[src/rtl/presence_alarm.sv]
// presence_alarm
//   Turns the sonar stage's raw "object near" flag into a debounced presence
//   signal. On each new arrival it fires a one-cycle event strobe, bumps a
//   saturating arrival counter and plays a bounded square-wave beep burst.
//
// Ports
//   clk          system clock (64 MHz)
//   rst_n        asynchronous active-low reset
//   enable       block enable; low forces IDLE and clears all timers
//   near         object-near flag from the sonar stage (2-flop synchronized)
//   present      debounced presence (registered)
//   buzzer       piezo drive (registered)
//   event_pulse  one-cycle strobe per accepted arrival (registered)
//   event_count  saturating arrival count, cleared only by rst_n
module presence_alarm #(
   parameter int CNT_W       = 26,
   parameter int CONFIRM_CYC = 640000,
   parameter int RELEASE_CYC = 6400000,
   parameter int BEEP_HALF   = 32000,
   parameter int BEEP_CYC    = 32000000,
   parameter int EVT_W       = 8
) (
   input  logic             clk,
   input  logic             rst_n,
   input  logic             enable,
   input  logic             near,
   output logic             present,
   output logic             buzzer,
   output logic             event_pulse,
   output logic [EVT_W-1:0] event_count
);

   typedef enum logic [1:0] {
      IDLE    = 2'd0,
      CONFIRM = 2'd1,
      ACTIVE  = 2'd2,
      RELEASE = 2'd3
   } state_t;

   localparam logic [CNT_W-1:0] CONF_LAST = CNT_W'(CONFIRM_CYC - 1);
   localparam logic [CNT_W-1:0] REL_LAST  = CNT_W'(RELEASE_CYC - 1);
   localparam logic [CNT_W-1:0] HALF_LAST = CNT_W'(BEEP_HALF - 1);
   localparam logic [CNT_W-1:0] BEEP_LIM  = CNT_W'(BEEP_CYC);
   localparam logic             BEEP_ON   = (BEEP_CYC != 0);

   state_t             state, state_d;
   logic               near_m, near_s;
   logic [CNT_W-1:0]   ctmr, ctmr_d;
   logic [CNT_W-1:0]   rtmr, rtmr_d;
   logic [CNT_W-1:0]   beep, beep_d;
   logic [CNT_W-1:0]   half, half_d;
   logic [CNT_W-1:0]   beep_inc;
   logic               buz_d, pres_d, pulse_d;
   logic [EVT_W-1:0]   cnt_d;

   assign beep_inc = beep + CNT_W'(1);

   // 2-flop synchronizer; everything downstream looks only at near_s
   always_ff @(posedge clk or negedge rst_n) begin
      if (!rst_n) begin
         near_m <= 1'b0;
         near_s <= 1'b0;
      end else begin
         near_m <= near;
         near_s <= near_m;
      end
   end

   always_ff @(posedge clk or negedge rst_n) begin
      if (!rst_n) begin
         state       <= IDLE;
         ctmr        <= '0;
         rtmr        <= '0;
         beep        <= '0;
         half        <= '0;
         present     <= 1'b0;
         buzzer      <= 1'b0;
         event_pulse <= 1'b0;
         event_count <= '0;
      end else begin
         state       <= state_d;
         ctmr        <= ctmr_d;
         rtmr        <= rtmr_d;
         beep        <= beep_d;
         half        <= half_d;
         present     <= pres_d;
         buzzer      <= buz_d;
         event_pulse <= pulse_d;
         event_count <= cnt_d;
      end
   end

   always_comb begin
      state_d = state;
      ctmr_d  = ctmr;
      rtmr_d  = rtmr;
      beep_d  = beep;
      half_d  = half;
      buz_d   = buzzer;
      pres_d  = present;
      pulse_d = 1'b0;
      cnt_d   = event_count;

      if (!enable) begin
         state_d = IDLE;
         ctmr_d  = '0;
         rtmr_d  = '0;
         beep_d  = '0;
         half_d  = '0;
         buz_d   = 1'b0;
         pres_d  = 1'b0;
      end else begin
         case (state)
            IDLE: begin
               pres_d = 1'b0;
               buz_d  = 1'b0;
               if (near_s) begin
                  state_d = CONFIRM;
                  ctmr_d  = '0;
               end
            end
            CONFIRM: begin
               // a fall on the expiry edge still aborts: test near_s first
               if (!near_s) begin
                  state_d = IDLE;
                  ctmr_d  = '0;
               end else if (ctmr == CONF_LAST) begin
                  state_d = ACTIVE;
                  pulse_d = 1'b1;
                  if (event_count != '1) cnt_d = event_count + EVT_W'(1);
                  pres_d  = 1'b1;
                  buz_d   = BEEP_ON;
                  beep_d  = '0;
                  half_d  = '0;
               end else begin
                  ctmr_d = ctmr + CNT_W'(1);
               end
            end
            ACTIVE: begin
               pres_d = 1'b1;
               // the leaving edge does not advance the tone; it freezes as-is
               if (!near_s) begin
                  state_d = RELEASE;
                  rtmr_d  = '0;
                  buz_d   = 1'b0;
               end else if (beep < BEEP_LIM) begin
                  beep_d = beep_inc;
                  if (beep_inc == BEEP_LIM) begin
                     buz_d = 1'b0;
                  end else if (half == HALF_LAST) begin
                     buz_d  = ~buzzer;
                     half_d = '0;
                  end else begin
                     half_d = half + CNT_W'(1);
                  end
               end
            end
            RELEASE: begin
               pres_d = 1'b1;
               buz_d  = 1'b0;
               // a rise on the expiry edge keeps presence: test near_s first
               if (near_s) begin
                  state_d = ACTIVE;
                  buz_d   = (beep < BEEP_LIM);
               end else if (rtmr == REL_LAST) begin
                  state_d = IDLE;
                  pres_d  = 1'b0;
               end else begin
                  rtmr_d = rtmr + CNT_W'(1);
               end
            end
            default: begin
               state_d = IDLE;
               pres_d  = 1'b0;
               buz_d   = 1'b0;
            end
         endcase
      end
   end

endmodule

[config.mk]
export PLATFORM = sky130hd
export DESIGN_NAME = presence_alarm
export DESIGN_NICKNAME = d
export VERILOG_FILES = /design/src/rtl/presence_alarm.sv
export SDC_FILE = /design/constraint.sdc
export NUM_CORES = 1
export LEC_CHECK = 0
export CAP_MARGIN = 20
export CORE_UTILIZATION = 52
export CTS_BUF_LIST = sky130_fd_sc_hd__clkbuf_16
export CTS_CLUSTER_SIZE = 25
export DETAILED_ROUTE_END_ITERATION = 16
export PLACE_DENSITY = 0.66
export SLEW_MARGIN = 10
export SYNTH_ARGS = -nofsm -noshare
export SYNTH_HDL_FRONTEND = slang
export SYNTH_SLANG_ARGS = --single-unit
[constraint.sdc]
create_clock -name clk -period 3.2 [get_ports clk]
set_input_delay 0.32 -clock clk [delete_from_list [all_inputs] [get_ports clk]]
set_output_delay 0.32 -clock clk [all_outputs]
set_load 0.02 [all_outputs]
After elaboration in Yosys (flattened, before gate mapping)
Cells that the tools add are included.
{"block": "word_totals", "regBits": 119, "in_bits": 4}
{"block": "classes", "n_addsub": 5, "magnitude_cmp": 1, "eq_ne": 25, "n_mux": 47, "n_bitwise": 1, "reduce_logical": 9}
{"op": "26-bit two-way mux", "n": 18}
{"op": "26-bit case mux with 2 select lines", "n": 4}
{"op": "26-bit by 1-bit adder with 26-bit output, second input constant", "n": 4}
{"op": "3-bit != test, second input constant", "n": 9}
{"op": "26-bit by 15-bit equality test with 1-bit output, second input constant", "n": 1}
{"op": "26-bit by 20-bit equality test with 1-bit output, second input constant", "n": 1}
{"op": "26-bit by 23-bit equality test with 1-bit output, second input constant", "n": 1}
{"op": "26-bit by 25-bit equality test with 1-bit output, second input constant", "n": 1}
{"op": "26-bit by 25-bit < comparator with 1-bit output, second input constant", "n": 1}
{"op": "4-bit != test, second input constant", "n": 4}
{"op": "1-bit two-way mux", "n": 15}
{"op": "2-bit two-way mux", "n": 7}
{"op": "4-bit AND reduction", "n": 3}
{"op": "5-bit AND reduction", "n": 2}
{"op": "3-bit by 1-bit != test with 1-bit output, second input constant", "n": 3}
{"op": "8-bit by 1-bit adder with 8-bit output, second input constant", "n": 1}
{"op": "8-bit != test, second input constant", "n": 1}
{"op": "1-bit case mux with 4 select lines", "n": 2}
{"op": "2-bit case mux with 4 select lines", "n": 1}
{"op": "6-bit AND reduction", "n": 1}
{"op": "5-bit != test, second input constant", "n": 1}
{"op": "2-bit equality test, second input constant", "n": 2}
{"op": "3-bit AND reduction", "n": 1}
{"op": "2-bit by 1-bit equality test with 1-bit output, second input constant", "n": 1}
{"op": "3 further kinds", "n": 3}

Longest topological paths before layout
{"block": "depth", "depth_word": 7, "ltp_mapped": 11, "depth_no_buf": 9}

Worst setup path after synthesis
Ideal clock, no wire load.
{"block": "synth_timing", "kind": "register to register", "startpoint": "register beep[3]", "endpoint": "register half[12]", "setup_time_ns": 0.125, "arrival_ns": 2.613, "path_slack_ns": 0.462, "stages_incl_launch_ff": 11, "period_less_slack_ns": 2.738, "cell_sequence": "dfrtp_1 > clkbuf_2 > nand3_2 > nor4_2 > mux2_2 > a22o_1 > or4_4 > o21ai_4 > or2_4 > buf_4 > o21ai_1"}
{"block": "synth_via", "elab_chain_len": 4, "word_cells_on_any_way": 6, "cone_classes": "1 x add/sub; 1 x order compare; 3 x eq/ne; 1 x reduce/logical"}
{"item": "from (decl)", "line_no": "50", "source": "logic [CNT_W-1:0] beep, beep_d;"}
{"item": "from (signal assigned)", "line_no": "84", "source": "beep <= beep_d;"}
{"item": "26-bit by 1-bit adder with 26-bit output", "line_no": "56", "source": "assign beep_inc = beep + CNT_W'(1);"}
{"item": "26-bit by 25-bit equality test with 1-bit output", "line_no": "148", "source": "if (beep_inc == BEEP_LIM) begin"}
{"item": "3-bit != test (no line)"}
{"item": "6-bit AND reduction (no line) *"}
{"item": "to (signal assigned)", "line_no": "85", "source": "half <= half_d;"}
{"item": "to (decl)", "line_no": "51", "source": "logic [CNT_W-1:0] half, half_d;"}
Every way passes the cells marked *; elsewhere a longest branch is shown, timed or not.
A chain may end at the register's enable or synchronous reset.

Worst setup path after layout
{"block": "layout_timing", "startpoint": "register beep[0]", "endpoint": "register half[5]"}
Same word-level chain as after synthesis.

==> impl_results.md <==
* DR pass1 iterations at 5
* P&R area growth vs syn at 14.6%
* Synth unique cells at 63
* Fin. Hold Viols at 0
* IO Port Bufs at 14
* CP Capture Type: flip-flop
* Met2 Resource Use GR at between 40% and 50%
* # IOs at 15
* Tcrit/Tclk final at about 94%
* Reg area at between 2000 and 3000 sq um
* # Post-CTS Setup Buffers at 0
* CTS Buf Count at 17
* DP Area at approximately 7300 sq um
* Clock Latency Late Sink at between 0.4 and 0.5 ns
* Die W at 118 um
* GR Layer Usage met3 at roughly 5.2%
* Dpl ws at 0.134 ns
* Initial antenna violation count at 0
* Clk sinks at ~120
* Setup violators final at 0
* Flop pwr share at 37.3%
* Filler cells at 1123
* Post-synthesis instance total at 791
* Final core occ at 62.0%
* Drt drc at 0
* Slew Viols, Final at 0
* Total wire length at 16200 um
* R2R Setup Slk at 0.19 ns
* Vias at 6035
* Gr usage total at 25.1%
* Commonest non-fill, non-tap cell in the layout: dfrtp_1
* Final Worst Setup Slack at 0.190 ns
* Critical path's largest stage delay at 0.58 ns
* Worst Skew at 0.00973 ns
* Clock network fraction of design power at 49.6%
* Req. time, crit path at between 3 and 4 ns
* Die height at between 100 and 150 um
* Clock buffer depth at 2
* Slowest stage cell, crit path: nor4_1
* Syn Area/Cell at 8.77 sq um
* Status: finished clean
* Initial DRC count at 534
* CTS root buffer: clkbuf_16
* CP Cell Sequence: ha_1 -> nand3_2 -> nor4_1 -> xnor2_1 -> nor2_1 -> nand4_1 -> o21ai_4 -> or2_4 -> o41ai_1
* Post-Synthesis Cell Area at ~6900 sq um
* Final instance area at 7950 sq um
* Least-Margin Pin Slew at 0.914 ns
* Met1 Use GR at 32.5%
* Switch share at 25.5%
* Fraction of layout cells with a size suffix above 1 at 8.41%
* Mean routed wirelength per cell at 16.3 um
* P_leak at 3.36 nW
* Layout Nets at 822
* Critical Path AT at 3.32 ns
* Row count at 41
* Critical path class: reg -> reg
* TNS Setup at 0 ns
* Min Tclk post-route at 3.01 ns
* Fin Hold WS at 0.338 ns
* CTS tree: built
* Syn. warnings at 0
* Grt peak-use layer: met2
* Ant. Diodes at 0
* Largest net degree at the start of global routing at 52
* Max Cap Viol at 0
* Crit-path max FO at 22
* Peak VDD IR at 0.566 mV
* P_int at 3.15 mW
* Post-synth EDFFs at 0
* PD cells at 532 nW/um^2
* Post-synth top flop: dfrtp_1
* Starting Density at 54.1%
* Hold Path Class: in -> reg
* Worst setup SP type: flip-flop
* DP HPWL at 11000 um
* Drt via density at 6.08
* First-pass GRT wire length at 28000 um
* CTS clk-pin slew, worst paths at ~0.050 ns
* Syn Nets at 805
* Gpl congestion at 0.885
* Area of the multi-input gates at 3750 sq um
* Peak Freq at 0.332 GHz
* Max_slew headroom at between 30% and 40%
* Most frequent cells in the layout: dfrtp_1 (119), nor2_1 (95), o21ai_0 (89), nand2_1 (64), nand3_1 (37)
* RSZ-0062 raised after global routing: true
* H-tree levels at 4
* Async set-or-reset flop fraction in the synthesized netlist at 100%
* Overflow after GRT at 0
* Seq/Total Area, Yosys at 42.9%
* Core ar. at 12800 sq um
* Die area at between 10000 and 15000 sq um
* Net Sw Power at 1.08 mW
* Antenna Nets Post-Route at 0
* Vias in the first global route at 5760
* Logic pwr share at 13.0%
* Synthesized flop and latch total at approximately 120
[cells in the mapped netlist (3+ instances only)]
cell type	count	area, sq um
o31ai_1	24	180
clkbuf_1	26	97.6
or3_1	7	43.8
and4_1	17	149
inv_1	16	60.1
o21ai_0	89	445
o31a_1	4	35.0
nand3_1	37	185
nor2_1	95	357
a21oi_1	16	80.1
or4_1	3	22.5
nand4_1	35	219
o21ai_1	13	65.1
o41ai_1	9	78.8
nor4_2	3	37.5
nand2_1	64	240
nor4_1	13	81.3
xnor2_1	22	193
nand2b_1	16	100
dfrtp_1	119	2980
and2_1	10	62.6
xor2_1	20	175
a41oi_1	3	26.3
and3_1	26	163
ha_1	10	125
a31oi_1	16	100
buf_2	7	35.0
nor3_1	14	70.1
nor2b_1	8	50.1
[final cells by class]
type / count / area share, %
multi-input cells: 619 / 47.2
flip-flops and latches: 119 / 37.4
clock buffers: 17 / 5.35
repair buffers: 35 / 3.90
well taps: 172 / 2.71
clock inverters: 14 / 2.69
inverters: 16 / 0.755
[per-layer routing]
| layer | share of wire, % | up-vias |
|---|---|---|
| li1 | - | 2948 |
| met1 | 46 | 2913 |
| met2 | 48 | 147 |
| met3 | 4.2 | 27 |
| met4 | 1.9 | 0 |
| met5 | 0 | - |
[cell families after synthesis]
kind of cell    count (synthesis)  synth area share, %
compound gates                199                 18.0
flops                         119                 42.9
fa+ha+maj                      10                 1.80
simple gates                  364                 28.1
xor+xnor                       42                 5.30
mux                             4                0.613
buf+inv                        53                 3.28
[state kept, by name (all words and copies together), names as in the netlist, 2 cells and up]
register / flops
ctmr: 26
rtmr: 26
event_count: 8
half: 26
beep: 26
state: 2
[worst paths after layout]
path	cells after the start	endpoint	startpoint
worst max-delay path	9	half[5]	beep[0]
worst min-delay path	1	near_m	near
worst max register to register	9	half[5]	beep[0]
worst min register to register	0	near_s	near_m
max in group asynchronous	3	beep[1]	rst_n
min in group asynchronous	2	ctmr[21]	rst_n
[critical path: cells and delay by family, from the launching register on]
kind,cells,cell delay (ns)
and+or+nand+nor,5,1.47
AOI/OAI and AO/OA,2,0.47
DFF,1,0.46
adders and majority gates,1,0.30
xor gates and xnor gates,1,0.18
[power by group through the flow]
stage               Sequential (mW)  Combinational, mW  Clock (mW)
detailed placement             1.60              0.549           0
finish                         1.58              0.552        2.10
floorplan                      1.60              0.363           0
CTS                            1.58              0.553        2.13
global placement               1.60              0.541           0
global route                   1.58              0.619        2.20
[metrics by stage]
stage	cells	power, mW
2_1_floorplan	791	1.97
3_3_place_gp	960	2.14
3_5_place_dp	960	2.15
4_1_cts	992	4.26
5_1_grt	992	4.41
6_report	992	4.23
[what timing repair did]
item | CTS | global route
resized for setup | 0 | 2
hold buffers | 1 | 0
setup endpoints to repair | 0 | 25
endpoints found under the hold margin | 49 | 0
Note: power is estimated with default switching activity, not from simulation.
